===== config.mk =====
export PLATFORM = sky130hd
export DESIGN_NAME = uart_rx_fifo
export DESIGN_NICKNAME = d
export VERILOG_FILES = /design/src/rtl/uart_rx_fifo.sv
export SDC_FILE = /design/constraint.sdc
export NUM_CORES = 1
export LEC_CHECK = 0
export ABC_AREA = 0
export BUFFER_PORTS_ARGS = -buffer_cell sky130_fd_sc_hd__clkbuf_2
export CORE_MARGIN = 8
export CORE_UTILIZATION = 40
export DETAILED_ROUTE_END_ITERATION = 10
export GPL_ROUTABILITY_DRIVEN = 1
export PLACE_DENSITY_LB_ADDON = 0.12
export SETUP_SLACK_MARGIN = 0.1
export SLEW_MARGIN = 20
export SYNTH_ARGS = -nofsm -noshare
export SYNTH_HDL_FRONTEND = slang
export SYNTH_SLANG_ARGS = --single-unit

===== constraint.sdc =====
create_clock -name ifclk -period 3.8 [get_ports ifclk]
set_input_delay 0.38 -clock ifclk [delete_from_list [all_inputs] [get_ports ifclk]]
set_output_delay 0.38 -clock ifclk [all_outputs]
set_load 0.02 [all_outputs]

===== src/rtl/uart_rx_fifo.sv =====
// rtl/uart_rx_fifo.sv - UART RX frame FIFO with exact fill level, almost-full and drop-oldest/newest overflow.
// Define UART_RX_FIFO_STATS_EN to implement the ovf_count/err_count statistics counters.
module uart_rx_fifo #(
  parameter int LOG2_DEPTH    = 4,
  parameter int DATA_WIDTH    = 8,
  parameter int OVERFLOW_MODE = 0
) (
  input  logic                  ifclk,
  input  logic                  reset,
  input  logic                  clear,
  input  logic                  re,
  input  logic [DATA_WIDTH-1:0] rx_data,
  input  logic                  rx_error,
  input  logic [LOG2_DEPTH:0]   afull_thresh,
  input  logic                  rd,
  output logic                  rd_valid,
  output logic [DATA_WIDTH:0]   rd_data,
  output logic [LOG2_DEPTH:0]   count,
  output logic                  empty,
  output logic                  full,
  output logic                  afull,
  output logic                  overflow,
  output logic [15:0]           ovf_count,
  output logic [15:0]           err_count
);

  localparam int                CW          = LOG2_DEPTH + 1;
  localparam int                DEPTH       = 1 << LOG2_DEPTH;
  localparam logic [CW-1:0]     DEPTH_C     = CW'(DEPTH);
  localparam bit                DROP_OLDEST = (OVERFLOW_MODE == 0);

  logic [DATA_WIDTH:0]   mem_q [DEPTH];
  logic [LOG2_DEPTH-1:0] rp_q, rp_d, wp_q, wp_d;
  logic [CW-1:0]         count_q, count_d;
  logic                  rd_valid_q, rd_valid_d;
  logic                  overflow_q, overflow_d;
  logic [DATA_WIDTH:0]   rd_data_q;
  logic                  push, pop, drop, wr_en, full_now, empty_now;

  always_comb begin
    push       = re;
    pop        = rd && rd_valid_q;
    full_now   = (count_q == DEPTH_C);
    empty_now  = (count_q == '0);
    drop       = push && full_now && !pop;
    wr_en      = push && !clear && (!drop || DROP_OLDEST);
    rp_d       = rp_q;
    wp_d       = wp_q;
    count_d    = count_q;
    overflow_d = overflow_q | drop;
    if (wr_en) wp_d = wp_q + 1'b1;
    // A drop-oldest overwrite retires the head just like a pop does.
    if (pop || (drop && DROP_OLDEST)) rp_d = rp_q + 1'b1;
    if (push && !pop && !full_now)    count_d = count_q + 1'b1;
    else if (pop && !push)            count_d = count_q - 1'b1;
    rd_valid_d = !empty_now && !pop && !(drop && DROP_OLDEST);
  end

  always_ff @(posedge ifclk) begin
    if (reset || clear) begin
      rp_q       <= '0;
      wp_q       <= '0;
      count_q    <= '0;
      rd_valid_q <= 1'b0;
      rd_data_q  <= '0;
      overflow_q <= 1'b0;
    end else begin
      rp_q       <= rp_d;
      wp_q       <= wp_d;
      count_q    <= count_d;
      rd_valid_q <= rd_valid_d;
      rd_data_q  <= mem_q[rp_q];
      overflow_q <= overflow_d;
    end
  end

  always_ff @(posedge ifclk) begin
    if (wr_en && !reset) mem_q[wp_q] <= {rx_error, rx_data};
  end

`ifdef UART_RX_FIFO_STATS_EN
  logic [15:0] ovf_cnt_q, err_cnt_q;

  always_ff @(posedge ifclk) begin
    if (reset || clear) begin
      ovf_cnt_q <= '0;
      err_cnt_q <= '0;
    end else begin
      if (drop && !(&ovf_cnt_q)) ovf_cnt_q <= ovf_cnt_q + 16'd1;
      if (pop && rd_data_q[DATA_WIDTH] && !(&err_cnt_q)) err_cnt_q <= err_cnt_q + 16'd1;
    end
  end

  assign ovf_count = ovf_cnt_q;
  assign err_count = err_cnt_q;
`else
  assign ovf_count = 16'h0;
  assign err_count = 16'h0;
`endif

  assign rd_valid = rd_valid_q;
  assign rd_data  = rd_data_q;
  assign count    = count_q;
  assign empty    = (count_q == '0);
  assign full     = (count_q == DEPTH_C);
  assign afull    = (count_q >= afull_thresh);
  assign overflow = overflow_q;

endmodule


## After elaboration in Yosys (flattened, before gate mapping)

Memories as Yosys holds them, arrays and structs flattened. A register that Yosys moved wholly into a read port is not among the register bits.
Cells that the tools add are included.

- Add/sub/neg operators: 4
- Multiply operators: 0
- Div/mod/pow operators: 0
- Magnitude comparators: 1
- Eq/ne operators: 1
- Shift operators: 0
- Muxes and demuxes: 4
- Bitwise operators: 1
- Reductions and logical operators: 21

Operator list:

| kind | count |
|---|---|
| $logic_and A1 B1 Y1 | 10 |
| $mux W5 | 2 |
| $add A4 B1 Y4 const B | 2 |
| $logic_not A1 Y1 | 7 |
| $add A5 B1 Y5 const B | 1 |
| $eq A5 B5 Y1 const B | 1 |
| $ge A5 B5 Y1 | 1 |
| $logic_not A5 Y1 | 1 |
| $sub A5 B1 Y5 const B | 1 |
| $logic_or A1 B1 Y1 | 2 |
| $mux W1 | 2 |
| $reduce_bool A2 Y1 | 1 |
| $or A1 B1 Y1 | 1 |

- Flip-flop bits (word level): 15
- Bits in latches: 0
- Bits in writable memories: 144
- Bits in read-only memories: 0
- Input bits: 19
- Output and inout bits: 51
- Word-level logic and storage cells: 38
- Memories kept: 1

Memory list:

| memory | depth | width | read ports | clocked after memory_dff | wr ports | line | source |
|---|---|---|---|---|---|---|---|
| mem_q | 16 | 9 | 1 | 1 | 1 | 32 | `logic [DATA_WIDTH:0] mem_q [DEPTH];` |

## Depth between registers and ports, before layout

Gate-level depths: netlist (run 1).

- Word-level depth: 5
- Mapped depth: 9

## Worst setup path after synthesis (run 1)

No wires, ideal clock.

- Path kind: register -> register
- Start point: reg count_q[0], in the netlist count[0]
- End point: reg count_q[4], in the netlist count[4]
- Arrival: 2.519 ns
- Path slack: 1.195 ns
- Stages on the path, launching flop included: 10
- Clock period less this slack: 2.605 ns
- Path through: dfxtp_1 > nor4_4 > and2_1 > or2_2 > inv_1 > fa_1 > nand2b_1 > a21o_1 > mux2_2 > a211oi_1

- Word-level cells in the longest chain between the ends: 4

Ends and longest elaborated chain:

| element | line | source |
|---|---|---|
| from (decl) | 34 | `logic [CW-1:0] count_q, count_d;` |
| from (signal assigned) | 70 | `count_q <= count_d;` |
| $eq A5 B5 Y1 * | - |  |
| via full | 20 | `output logic full,` |
| $logic_not A1 Y1 * | 54 | `if (push && !pop && !full_now) count_d = count_q + 1'b1;` |
| $logic_and A1 B1 Y1 * | 54 |  |
| $mux W5 or $reduce_bool A2 Y1 (tied branches) | - |  |

Mark *: on every way through the listed nets, which the timed path passes. The rest lies on a longest branch. The select of a mux whose other input is x is not followed.
A chain may end at the register's enable or synchronous reset.

## Final worst setup path (run 1)

- Start point: reg count_q[0], in the netlist count[0]
- End point: reg count_q[4], in the netlist count[4]

- Word-level cells in the longest chain between the ends: 4

Ends and longest elaborated chain:

| element |
|---|
| parallel branches: the longest is 4 deep, another holds $sub A5 B1 Y5 |

Several ways; the timed one is not identified. The select of a mux whose other input is x is not followed.

==> results of run 1 <==
[registers in the layout (all words and copies together) (netlist names)]
name	cells
mem_q	144
rd_data	9
wp_q	4
rd_valid	1
rp_q	4
overflow	1
count	5
[synthesized netlist by cell type, types with 2 or more instances]
cell type    n
a211oi_1     4
a21o_1       3
a21oi_1      7
a22oi_1     12
buf_1        2
buf_2        7
buf_4       32
clkbuf_1     6
dfxtp_1     24
edfxtp_1   144
ha_1        13
inv_1       11
mux2i_1     13
mux4_2      33
nand2_1     16
nand2b_1     4
nand3_1      5
nor2_1      33
nor2b_1      2
nor3_1       4
o211ai_1     4
o21ai_0      4
or2_2        2
xnor2_1      3
xor2_1       4
[metal layers]
metal	track usage (%)	part of all wire (%)	vias to the layer above
met4	4.90	1.2	0
li1	-	-	1627
met2	23.0	52	72
met5	0	0	-
met3	3.39	3.7	16
met1	16.3	43	1803
[cell families (layout without fill, tap and decap cells)]
family                   after synthesis  after routing  share of synthesized area (%)
flip-flops                           168            168                           69.5
multiplexers                          47             47                           12.8
XOR/XNOR                               7              7                          0.886
other                                  1             32                         0.0542
AO/OA/AOI/OAI                         39             39                           4.07
buffers and inverters                 59             99                           5.06
adder cells (fa/ha/maj)               14             14                           2.64
AND/OR/NAND/NOR                       74             74                           5.05
[how the worst min path moves through the flow]
stage                     cells past startpoint                    end  slack, ps
after global routing                          4  count[3]$_SDFFE_PP0P_        390
after global placement                        2    overflow$_SDFF_PP0_        470
final                                         4    overflow$_SDFF_PP0_        370
after floorplan                               0  mem_q[0][0]$_DFFE_PP_        480
after CTS                                     4    overflow$_SDFF_PP0_        350
after detailed placement                      2    overflow$_SDFF_PP0_        470
[power by group through the flow]
stage	sequential [uW]	clock [uW]	combinational (uW)
2_1_floorplan	2070	0	133
3_3_place_gp	2060	0	175
3_5_place_dp	2060	0	178
4_1_cts	2020	1810	179
5_1_grt	2020	1880	195
6_report	2020	1760	177
[critical path, stage by stage (launching register included)]
cell,delay [ps]
dfxtp_1,380
nor4_4,450
and2_1,220
or2_2,160
inv_1,60
fa_1,400
nand2b_1,180
a21o_1,180
mux2_2,270
a211oi_1,210
[cell type report]
type                    instances  area (um^2)
clock buffers                  26          499
clock inverters                 6          114
fillers                      1520         9170
inverters                      12         45.0
multi-input cells             213         1880
flip-flops and latches        168         4810
well taps                     225          282
repair buffers                 55          320
[stage by stage]
| stage | setup slack (ps) | std cells | hold WS, ps | power [uW] |
|---|---|---|---|---|
| finish | 1220 | 705 | 368 | 3960 |
| global route | 1060 | 705 | 391 | 4100 |
| CTS | 1220 | 705 | 346 | 4010 |
| floorplan | 1190 | 440 | 479 | 2200 |
| global placement | 1300 | 673 | 474 | 2240 |
| detailed placement | 1260 | 673 | 466 | 2240 |
==> impl_metrics.env, run 1 <==
export IMPL_status="finished clean"
export IMPL_synth_edf_count=144
export IMPL_powerDensity_mw_per_mm2=499
export IMPL_place_area_mm2=0.00733
export IMPL_antenna_cells=0
export IMPL_dieWidth_um=148
export IMPL_p_sw_share_pct=19.9
export IMPL_dieArea_mm2=0.0218
export IMPL_p_clk_share_pct=44.5
export IMPL_rr_startpoint="count[0]$_SDFFE_PP0P_"
export IMPL_cts_root_buf="clkbuf_16"
export IMPL_numCtsBuffers=17
export IMPL_final_cell_mix="edfxtp_1 (144), clkbuf_2 (37), nor2_1 (33), mux4_2 (33), conb_1 (32)"
export IMPL_slew_violations=0
export IMPL_min_from="rd"
export IMPL_cts_tree="yes"
export IMPL_rsz0062_at_grt="false"
export IMPL_timing_final_crit_period_ps=2580
export IMPL_max_vdd_ir_drop_uv=311
export IMPL_antenna_found_initial=0
export IMPL_clock_sinks=168
export IMPL_cp_start_kind="flop"
export IMPL_via_per_inst=4.99
export IMPL_cp_max_fo=5
export IMPL_ys_ff_latch=168
export IMPL_rows=48
export IMPL_period_share_pct=68.0
export IMPL_layout_drive_gt1_share_pct=25.6
export IMPL_cts_resized=0
export IMPL_grt_usage_pct=13.5
export IMPL_final_common_cell="edfxtp_1"
export IMPL_r2r_slack_ps=1220
export IMPL_yosys_warnings=0
export IMPL_worst_r2r_endpoint="count[4]$_SDFFE_PP0P_"
export IMPL_finalWirelength_um=13900
export IMPL_ios=70
export IMPL_initial_core_util_pct=40.4
export IMPL_critPathCapture="count[4]$_SDFFE_PP0P_"
export IMPL_synth_cell_types=42
export IMPL_seq_area_frac_synth_pct=69.5
export IMPL_fin_skew_ps=4.14
export IMPL_setup_tns_final_ps=0
export IMPL_syn_inst=409
export IMPL_setup_viol=0
export IMPL_worst_skew_pair_late_latency_ps=420
export IMPL_synth_area_mm2=0.00692
export IMPL_power_frac_comb_pct=4.5
export IMPL_globalplace_congestion=0.750
export IMPL_area_growth_pct=14.8
export IMPL_gr_total_overflow=0
export IMPL_yosys_top_cells_area="edfxtp_1 (63%), mux4_2 (11%), dfxtp_1 (6.9%)"
export IMPL_cts_setup_buffers=0
export IMPL_power_internal_uw=3170
export IMPL_core_area_mm2=0.0171
export IMPL_syn_area_per_cell_um2=16.9
export IMPL_worstPathRequired_ps=4140
export IMPL_first_pass_iters=4
export IMPL_dpl_hpwl_um=9220
export IMPL_seq_power_share_pct=51.1
export IMPL_drc=0
export IMPL_hold_violations=0
export IMPL_h_tree_depth=4
export IMPL_grt_max_degree=23
export IMPL_final_util_pct=46.4
export IMPL_finalInstanceArea_mm2=0.00795
export IMPL_ys_flop_type="edfxtp_1"
export IMPL_cp_arrival_ps=2920
export IMPL_setup_worst_path_start="count[0]$_SDFFE_PP0P_"
export IMPL_clk_pin_slew_ps=60
export IMPL_drt_iter0_drc=234
export IMPL_yosysTopAreaCellShare_pct=62.5
export IMPL_clockBufferDepth=2
export IMPL_synth_top_cell_by_area="edfxtp_1"
export IMPL_maxCapViolations=0
export IMPL_p_sw_uw=788
export IMPL_worst_setup_path_end_kind="flop"
export IMPL_ys_async_sr_fraction_pct=0
export IMPL_die_y_um=148
export IMPL_ant_nets=0
export IMPL_grt_pass1_vias=3733
export IMPL_crit_type="flop to flop"
export IMPL_wl_per_cell_um=19.7
export IMPL_nets=500
export IMPL_p_leak_uw=0.00277
export IMPL_port_buffers=37
export IMPL_hp_class="primary input to flop"
export IMPL_fmax_mhz=387
export IMPL_slew_headroom_pct=44.8
export IMPL_cts_hold_buf=0
export IMPL_worst_slew_pin_slew_ps=825
export IMPL_reg2regPathDepth=9
export IMPL_grt_first_pass_wirelength_um=22000
export IMPL_vias=3518
No activity file was read; power rests on OpenSTA's default activity.
==> run 2, diff against run 1 <==
--- a/config.mk
+++ b/config.mk
@@ -5,7 +5,7 @@
 export SDC_FILE = /design/constraint.sdc
 export NUM_CORES = 1
 export LEC_CHECK = 0
-export ABC_AREA = 0
+export ABC_AREA = 1
 export BUFFER_PORTS_ARGS = -buffer_cell sky130_fd_sc_hd__clkbuf_2
 export CORE_MARGIN = 8
 export CORE_UTILIZATION = 40
==> constraint.sdc (replaced) <==
create_clock -name ifclk -period 2.55 [get_ports ifclk]
set_input_delay 0.255 -clock ifclk [delete_from_list [all_inputs] [get_ports ifclk]]
set_output_delay 0.255 -clock ifclk [all_outputs]
set_load 0.02 [all_outputs]
==> run 2 against run 1 <==
  * Area after synthesis rose by 8.9%
  * Critical path type is now flop to output port
  * Combinational power rose by 72%
  * Highest routed layer unchanged
  * Clock skew rose by 7.2 ps
  * Critical path depth fell by 5
  * Critical endpoint is now afull
==> impl_metrics.env, run 2 <==
export IMPL_syn_inst=754
export IMPL_final_cell_mix="nand2_1 (239), edfxtp_1 (144), nand3_1 (98)"
export IMPL_clock_sinks=168
export IMPL_clk_pin_slew_ps=60
export IMPL_p_clk_share_pct=43.0
export IMPL_yosys_top_cells_area="edfxtp_1 (57%), nand2_1 (12%), nand3_1 (6.5%)"
export IMPL_nets=844
export IMPL_gr_total_overflow=0
export IMPL_cpMaxStageDelayCell="dfxtp_1"
export IMPL_cp_arrival_ps=1780
export IMPL_globalplace_congestion=0.828
export IMPL_slew_violations=0
export IMPL_synth_top_cell_by_area="edfxtp_1"
export IMPL_h_tree_depth=4
export IMPL_ys_ff_latch=168
export IMPL_ys_async_sr_fraction_pct=0
export IMPL_dpl_hpwl_um=11900
export IMPL_cts_setup_buffers=0
export IMPL_worst_setup_path_end_kind="output port"
export IMPL_path_delay_family="flip-flops"
export IMPL_yosysMostFrequentCell="nand2_1"
export IMPL_vias=5102
export IMPL_drc=0
export IMPL_hold_violations=0
export IMPL_cp_cell_sequence="ha_1, nand2_1, o311ai_0, clkbuf_2"
export IMPL_synth_area_mm2=0.00753
export IMPL_numCtsBuffers=17
export IMPL_cpPeakStageDelay_ps=350
export IMPL_rows=50
export IMPL_synth_edf_count=144
export IMPL_crit_buf_inv=1
export IMPL_setup_tns_final_ps=0
export IMPL_fin_skew_ps=11.3
export IMPL_maxCapViolations=0
export IMPL_synthTopCellsByCount="nand2_1 (239), edfxtp_1 (144), nand3_1 (98)"
export IMPL_yosysTopAreaCellShare_pct=57.4
export IMPL_syn_area_per_cell_um2=9.99
export IMPL_cp_start_kind="flop"
export IMPL_ant_nets=0
export IMPL_hold_path_depth=3
export IMPL_synth_cell_types=31
export IMPL_ys_flop_type="edfxtp_1"
export IMPL_final_common_cell="nand2_1"
export IMPL_cp_max_fo=5
export IMPL_crit_type="flop to output port"
export IMPL_grt_first_pass_wirelength_um=27200
export IMPL_port_buffers=37
export IMPL_cts_root_buf="clkbuf_16"
export IMPL_grt_pass1_vias=5029
export IMPL_reg2regPathDepth=10
export IMPL_rr_startpoint="count[1]$_SDFFE_PP0P_"
export IMPL_slew_headroom_pct=65.4
export IMPL_first_pass_iters=5
export IMPL_hp_class="primary input to flop"
export IMPL_topRoutingLayerUsed="met4"
export IMPL_rsz0062_at_grt="false"
export IMPL_die_y_um=153
export IMPL_clockBufferDepth=2
export IMPL_layout_drive_gt1_share_pct=12.4
export IMPL_power_total_uw=5820
export IMPL_min_from="re"
export IMPL_wl_met1_um=7860
export IMPL_via_per_inst=4.83
export IMPL_p_sw_uw=1220
export IMPL_largest_reg_flops=144
export IMPL_hold_slack_ps=122
export IMPL_grt_usage_pct=15.2
export IMPL_initial_core_util_pct=40.5
export IMPL_powerDensity_mw_per_mm2=682
export IMPL_wl_per_cell_um=16.4
export IMPL_dieWidth_um=153
export IMPL_antenna_found_initial=0
export IMPL_worstPathRequired_ps=2300
export IMPL_drt_iter0_drc=361
export IMPL_r2r_slack_ps=520
export IMPL_seq_area_frac_synth_pct=63.8
export IMPL_cts_hold_buf=0
export IMPL_antenna_cells=0
export IMPL_route_met2_wl_um=8280
export IMPL_setup_viol=0
export IMPL_power_frac_comb_pct=5.2
export IMPL_worst_r2r_endpoint="count[4]$_SDFFE_PP0P_"
export IMPL_yosys_warnings=0
export IMPL_p_sw_share_pct=20.9
export IMPL_fmax_mhz=491
export IMPL_timing_final_crit_period_ps=2040
export IMPL_power_internal_uw=4600
export IMPL_p_leak_uw=0.00364
export IMPL_largest_register="mem_q"
export IMPL_status="finished clean"
export IMPL_period_share_pct=79.9
export IMPL_worst_slew_pin_slew_ps=518
export IMPL_dieArea_mm2=0.0235
export IMPL_worst_skew_pair_late_latency_ps=420
export IMPL_seq_power_share_pct=51.7
export IMPL_finalWirelength_um=17300
export IMPL_hold_end="overflow$_SDFF_PP0_"
export IMPL_ios=70
export IMPL_max_vdd_ir_drop_uv=462
export IMPL_cts_resized=0
export IMPL_core_area_mm2=0.0186
export IMPL_route_met3_wl_um=1030
export IMPL_grt_max_degree=76
export IMPL_area_growth_pct=13.3
export IMPL_cts_tree="yes"
run 2: area by class of cell:
type,count,area (um^2)
flip-flops and latches,168,4810
clock inverters,9,126
inverters,96,360
multi-input cells,461,2080
repair buffers,67,423
well taps,234,293
clock buffers,22,444
fillers,1770,10000
run 2: worst max path at each step:
stage | end | startpoint | depth (start not counted) | slack (ps)
floorplan | afull | count[0]$_SDFFE_PP0P_ | 3 | 630
global placement | mem_q[13][3]$_DFFE_PP_ | clear | 7 | 550
detailed placement | mem_q[9][3]$_DFFE_PP_ | clear | 7 | 470
CTS | afull | count[4]$_SDFFE_PP0P_ | 4 | 450
global route | count[4]$_SDFFE_PP0P_ | count[2]$_SDFFE_PP0P_ | 10 | 360
finish | afull | count[4]$_SDFFE_PP0P_ | 4 | 510
run 2: power by group through the flow:
stage	Sequential [uW]	Clock, uW	Combinational [uW]
after detailed placement	3070	0	306
after global placement	3070	0	305
after floorplan	3080	0	212
after global routing	3010	2660	341
final	3010	2500	305
after CTS	3010	2550	307
run 2: kinds of logic after synthesis:
logic type | Yosys count | share of synthesized area, %
other cells | 1 | 0.0498
fa+ha+maj | 14 | 2.43
flops | 168 | 63.8
buf+inv | 156 | 10.2
xor+xnor | 2 | 0.233
simple gates | 378 | 20.9
compound gates | 35 | 2.48
run 2: stage by stage:
stage / worst slack (ps) / instances / util (%) / cell area, um^2
CTS: 450 / 1057 / 45.9 / 8530
floorplan: 629 / 785 / - / 7650
finish: 511 / 1057 / 45.9 / 8530
global placement: 550 / 1026 / 42.8 / 7960
detailed placement: 470 / 1026 / 42.8 / 7960
global route: 364 / 1057 / 45.9 / 8530
run 2: worst reg2reg max path, stage by stage (launching register included):
cell and delay (ps):
dfxtp_1 370, nor2_1 150, nand3_1 150, nand2_1 210, inv_1 100, fa_1 410, nand3b_1 210, nand2_1 80
nand2_1 70, a21oi_1 130, nor2_1 60
run 2: layer usage:
metal  global-route usage [%]  vias up
met3                     4.51        8
met5                        0        -
met2                     25.3      142
met4                     4.24        0
li1                         -     2510
met1                     19.0     2442
